--- src/rtl/handshake_mulf_pipe_pkg.sv ---
// Shared constants for the elastic fixed-point multiplier and its join logic.
// Defaults describe a Q3.28 datapath with a four-deep pipe.
package handshake_mulf_pipe_pkg;

  localparam int unsigned DATA_WIDTH_DEF = 32;
  localparam int unsigned FRAC_BITS_DEF  = 28;
  localparam int unsigned LATENCY_DEF    = 4;
  localparam int unsigned LATENCY_MIN    = 1;
  localparam int unsigned LATENCY_MAX    = 8;

  function automatic bit latency_legal(input int unsigned lat);
    return (lat >= LATENCY_MIN) && (lat <= LATENCY_MAX);
  endfunction

endpackage

--- src/rtl/handshake_mulf_pipe_join2.sv ---
// Two-input handshake join: a token passes only when both inputs are present.
// Each ready looks at the other side's valid so no loop forms through a producer.
module handshake_join2 (
  input  logic in0_valid,
  input  logic in1_valid,
  input  logic out_ready,
  output logic in0_ready,
  output logic in1_ready,
  output logic fire
);

  // Join handshake: both sides are consumed together or not at all.
  always_comb begin
    in0_ready = out_ready && in1_valid;
    in1_ready = out_ready && in0_valid;
    fire      = in0_valid && in1_valid && out_ready;
  end

endmodule

--- src/rtl/handshake_mulf_pipe.sv ---
// Elastic signed fixed-point multiplier: joins lhs/rhs, emits (lhs*rhs)>>>FRAC_BITS
// after LATENCY cycles; a stall at the output freezes every stage.
module handshake_mulf_pipe
  import handshake_mulf_pipe_pkg::*;
#(
  parameter int unsigned DATA_WIDTH = DATA_WIDTH_DEF,
  parameter int unsigned FRAC_BITS  = FRAC_BITS_DEF,
  parameter int unsigned LATENCY    = LATENCY_DEF
) (
  input  logic                  clk,
  input  logic                  rst,
  input  logic [DATA_WIDTH-1:0] lhs,
  input  logic                  lhs_valid,
  output logic                  lhs_ready,
  input  logic [DATA_WIDTH-1:0] rhs,
  input  logic                  rhs_valid,
  output logic                  rhs_ready,
  output logic [DATA_WIDTH-1:0] result,
  output logic                  result_valid,
  input  logic                  result_ready
);

  localparam int unsigned PROD_W = 2 * DATA_WIDTH;
  // An illegal LATENCY yields index -1 below and fails elaboration.
  localparam int LAST = latency_legal(LATENCY) ? int'(LATENCY) - 1 : -1;

  logic                  en_s;
  logic                  fire_s;
  logic [DATA_WIDTH-1:0] product_s;

  function automatic logic [DATA_WIDTH-1:0] mulf(input logic [DATA_WIDTH-1:0] a,
                                                 input logic [DATA_WIDTH-1:0] b);
    return DATA_WIDTH'((PROD_W'($signed(a)) * PROD_W'($signed(b))) >>> FRAC_BITS);
  endfunction

  assign en_s = !result_valid || result_ready;

  handshake_join2 u_join (
    .in0_valid (lhs_valid),
    .in1_valid (rhs_valid),
    .out_ready (en_s),
    .in0_ready (lhs_ready),
    .in1_ready (rhs_ready),
    .fire      (fire_s)
  );

  // Full-width product, scaled and truncated before entering stage 0.
  always_comb begin
    product_s = mulf(lhs, rhs);
  end

  for (genvar k = 0; k < LATENCY; k++) begin : g_stage
    logic                  v_in_s;
    logic [DATA_WIDTH-1:0] d_in_s;
    logic                  v_r;
    logic [DATA_WIDTH-1:0] d_r;

    if (k == 0) begin : g_head
      assign v_in_s = fire_s;
      assign d_in_s = product_s;
    end else begin : g_tail
      assign v_in_s = g_stage[k-1].v_r;
      assign d_in_s = g_stage[k-1].d_r;
    end

    // Stage register: valid clears on reset, data is left unreset and moves with the pipe.
    always_ff @(posedge clk) begin
      if (!rst) begin
        v_r <= 1'b0;
      end else if (en_s) begin
        v_r <= v_in_s;
      end
      if (en_s) begin
        d_r <= d_in_s;
      end
    end
  end

  assign result_valid = g_stage[LAST].v_r;
  assign result       = g_stage[LAST].d_r;

endmodule

--- config.mk ---
export PLATFORM = sky130hd
export DESIGN_NAME = handshake_mulf_pipe
export DESIGN_NICKNAME = d
export VERILOG_FILES = /design/src/rtl/handshake_mulf_pipe_pkg.sv /design/src/rtl/handshake_mulf_pipe_join2.sv /design/src/rtl/handshake_mulf_pipe.sv
export SDC_FILE = /design/constraint.sdc
export NUM_CORES = 2
export LEC_CHECK = 0
export BUFFER_PORTS_ARGS = -buffer_cell sky130_fd_sc_hd__buf_4
export CORE_MARGIN = 2
export CORE_UTILIZATION = 45
export DETAILED_ROUTE_END_ITERATION = 10
export GPL_TIMING_DRIVEN = 0
export SKIP_CTS_REPAIR_TIMING = 1
export SLEW_MARGIN = 15
export SYNTH_ARGS = -nofsm -noshare
export SYNTH_HDL_FRONTEND = slang
export SYNTH_SLANG_ARGS = --single-unit
--- constraint.sdc ---
create_clock -name clk -period 11.96 [get_ports clk]
set_input_delay 1.794 -clock clk [delete_from_list [all_inputs] [get_ports clk]]
set_output_delay 1.794 -clock clk [all_outputs]
set_load 0.03 [all_outputs]
* Word level (Yosys, flattened, before mapping)
Index checks and enable logic that the tools add are counted.
Widths: inputs -> output; s select.
** Cells by class
- Multipliers :: 1
- Reduce and logical (&&, ||, !) cells :: 6
** Operator list (count)
- $mul 32x32->60 :: 1
- $logic_and 1x1->1 :: 4
- $logic_not 1->1 :: 1
- $logic_or 1x1->1 :: 1
** Word-level totals
- Bits in registers :: 132
- Input bits :: 69
- Output and inout port bits :: 35
- Logic and storage cells :: 15

* Logic depth before layout (Yosys ltp)
- Depth in word-level cells :: 3
- Mapped depth :: 29
- Depth with buffers taken out :: 27

* Hierarchy
A second synthesis with hierarchy kept.
** Second synthesis, totals
- Cell total of the unflattened synthesis :: 3735
- Area, all modules :: 37856.3 µm²
** Modules (own cells, without submodules)
- handshake_mulf_pipe :: times used 1, cells each 3732, area an instance 37836.3 µm²
- handshake_join2 :: times used 1, cells each 3, area an instance 20.0 µm²

* Least setup slack after synthesis
No wires, ideal clock.
- Path type :: input port to flip-flop
- Start :: in lhs[31]
- End :: reg g_stage[0].d_r[31], data pin
- Setup time :: 264 ps
- Arrival time :: 9216 ps
- Setup slack :: 2480 ps
- Stages on the path :: 26
- Path buffers :: 2
- Cells stage by stage :: clkbuf_1 clkbuf_1 nand2_1 inv_1 fa_1 fa_1 fa_1 inv_1 fa_1 inv_1 fa_1 fa_1 inv_1 fa_1 fa_1 inv_1 ha_1 a21o_1 a21o_1 a21o_1 a21oi_1 nor2_1 o21a_1 or4_1 o31ai_1 xnor2_1
** On the way
- Longest elaborated chain between the ends :: 1
** RTL lines
- start: declaration :: RTL line handshake_mulf_pipe.sv:12 : input logic [DATA_WIDTH-1:0] lhs,
- $mul 32x32->60 :: RTL line handshake_mulf_pipe.sv:33 : return DATA_WIDTH'((PROD_W'($signed(a)) * PROD_W'($signed(b))) >>> FRAC_BITS);
- named net g_stage[0].d_in_s[31] :: RTL line handshake_mulf_pipe.sv:54 : logic [DATA_WIDTH-1:0] d_in_s;
- end signal: assignment :: RTL line handshake_mulf_pipe.sv:74 : d_r <= d_in_s;
- end: declaration :: RTL line handshake_mulf_pipe.sv:56 : logic [DATA_WIDTH-1:0] d_r;
The timed path passes the listed nets, and every way through them passes these cells.
A chain may end at the register's enable or synchronous reset.

* Worst setup path in the final report
Same ends and word-level chain as after synthesis.

==> out/metrics.cfg <==
[logic_synthesis]
ys.flop_type=edfxtp_1
synthCells=3753
ys_seq_elements=132
avgSynthCellArea_um2=10.1
synth.yosys.warnings=0
synth_area_mm2=0.0379
yosysUniqueCellTypes=53
syn_nets=5033
ys_seq_area_share_pct=10.3
synth_edf_count=128
synthArstFlopShare_pct=0

[sta]
min_period_over_period_pct=87.4
drv_slew=0
finalHoldViolations=0
setup_violations=0
tns_ns=0
tightest_slew_ns=1.36
timing.slew.headroom_pct=9.56
max_freq_ghz=0.0956
hold_slack_ns=0.411
fin_crit_ns=10.46
clock_skew_ns=0.0150
rsz0062_at_grt=no

[die]
ioPinCount=104
core-area_mm2=0.0836
initial_utilization_pct=45.4
die_x_um=294
die_area_mm2=0.0866
num_rows=106
die_h_um=294

[detailed_routing]
vias=26692
drt_iter0_drc=2524
dr.pass1.iters=6
postRouteAntennaNets=0
vias_per_cell=5.37
wire_per_inst_um=27.0
drcViolationCount=0
drt-total-wl_mm=134

[setup_path]
crit_path_frequent_cell=fa_1
critPathBufInv=8
arrival_ns=10.64
critPathTopFamily=adder cells
cpMaxStageDelayCell=fa_1
worstSetupPathType=in -> reg
crit_path_max_fanout=10
cp-start-kind=primary input
cp-end-kind=flop
cpPeakStageDelay_ns=0.90
cp.required_ns=12.15

[cts]
cts_buffers=17
clockRootBuffer=clkbuf_16
clk_latency_ns=0.47
cts_buffer_depth=2
clkTransAtPathRegs_ns=0.07
cts-htree-levels=4
clock-sinks=132
cts_tree=yes

[run]
drv_cap=0

[layout]
nNetsFinal=5157
final_cells=4975
fin_area_mm2=0.0407
n_fill_cell=7977
drive_above_1_share_pct=3.98
area_growth_pct=7.39

[place]
place_congestion=1.03
port_buffers=103
dp_hpwl_mm=113
postPlaceCellArea_mm2=0.0401
dpl.cell_count=4938

[global_routing]
antenna_found_initial=20
grt.total_usage_pct=32.7
grt_pass1_vias=28984
grt_start_max_net_pins=89
overflow=0
grt_pass1_wl_mm=198

[hold_path]
worstHoldPathType=reg -> reg

[outcome]
status=completed

-- registers in the layout, summed over array words and instances, names as in the netlist --
name / count
g_stage.d_r: 96
result: 32
g_stage.v_r: 3
result_valid: 1
-- layout by cell type, fill, tap and decap left out, drive strengths merged, types with 2 or more instances in the layout --
cell type  netlist  routed
fa            1036    1036
inv            937     944
nand2          534     534
and2           483     483
clkbuf         194     211
ha             175     175
edfxtp         128     128
buf              0     105
xnor2           38      38
a21oi           38      38
nor2b           25      25
a21o            22      22
xor2            19      19
o21ai           17      17
nor2            16      16
nand3           12      12
nand2b           9       9
o21bai           7       7
a21boi           6       6
clkinv           0       6
diode            0       5
o21a             5       5
nor3             5       5
and3             5       5
a211oi           4       4
dfxtp            4       4
nand4            3       3
or2              3       3
o31ai            3       3
a31oi            3       3
a31o             3       3
o211ai           3       3
or4              2       2
-- metal layers --
layer / wire [µm] / track usage [%] / vias up
li1: - / - / 10927
met1: 51000 / 41.8 / 13969
met2: 60000 / 50.6 / 1425
met3: 13700 / 8.35 / 367
met4: 9590 / 18.9 / 4
met5: 28 / 0 / -
-- logic make-up after synthesis --
kind of cell             synth area share (%)
AO/OA/AOI/OAI                            2.18
XOR/XNOR                                 1.32
adder cells (fa/ha/maj)                  60.4
buffers and inverters                    11.2
flip-flops                               10.3
AND/OR/NAND/NOR                          14.5
-- area by class of cell --
| cell class | count | area (µm²) | area share (%) |
|---|---|---|---|
| Antenna cell | 5 | 12.5 | 0.0307 |
| Buffer | 194 | 729 | 1.79 |
| Clock buffer | 17 | 425 | 1.04 |
| Clock inverter | 15 | 186 | 0.458 |
| Inverter | 937 | 3520 | 8.64 |
| Multi-Input combinational cell | 2490 | 29800 | 73.1 |
| Sequential cell | 132 | 3920 | 9.63 |
| Tap cell | 1080 | 1350 | 3.32 |
| Timing Repair Buffer | 105 | 821 | 2.01 |
-- Yosys cell counts (all sizes together) (2+ instances only) --
master / count / area [µm²]
nor2b: 25 / 156
or4: 2 / 18.8
a211oi: 4 / 30.0
o31ai: 3 / 22.5
nand3: 12 / 60.1
o21ai: 17 / 85.1
nand2b: 9 / 56.3
nand2: 534 / 2000
nand4: 3 / 18.8
or2: 3 / 18.8
xnor2: 38 / 333
a21o: 22 / 166
a21boi: 6 / 56.3
clkbuf: 194 / 728
and3: 5 / 32.5
fa: 1036 / 20700
ha: 175 / 2190
a31oi: 3 / 18.8
nor3: 5 / 25.0
o21bai: 7 / 52.6
inv: 937 / 3520
a31o: 3 / 35.0
and2: 483 / 3020
a21oi: 38 / 205
dfxtp: 4 / 80.1
xor2: 19 / 166
o211ai: 3 / 27.5
o21a: 5 / 37.5
nor2: 16 / 60.1
edfxtp: 128 / 3840
-- final timing paths --
path | start | endpoint | slack, ns | cells after the start
max | lhs[31] | g_stage[0].d_r[31] | 1.50 | 27
min | g_stage[1].d_r[23] | g_stage[2].d_r[23] | 0.41 | 0
min reg2reg | g_stage[1].d_r[23] | g_stage[2].d_r[23] | 0.41 | 0
max reg2reg | result_valid | result[28] | 10.18 | 3
-- per-stage QoR --
step                      utilization [%]  setup WS, ns
after global placement               47.9         0.788
final                                48.8          1.50
after floorplan                         -          2.48
after global routing                 48.8          1.14
after detailed placement             48.0         0.934
after CTS                            48.7          1.44
Power is left out: the tool's default activity adds up to more than one toggle a clock period on the data nets, which glitch-free logic cannot reach.
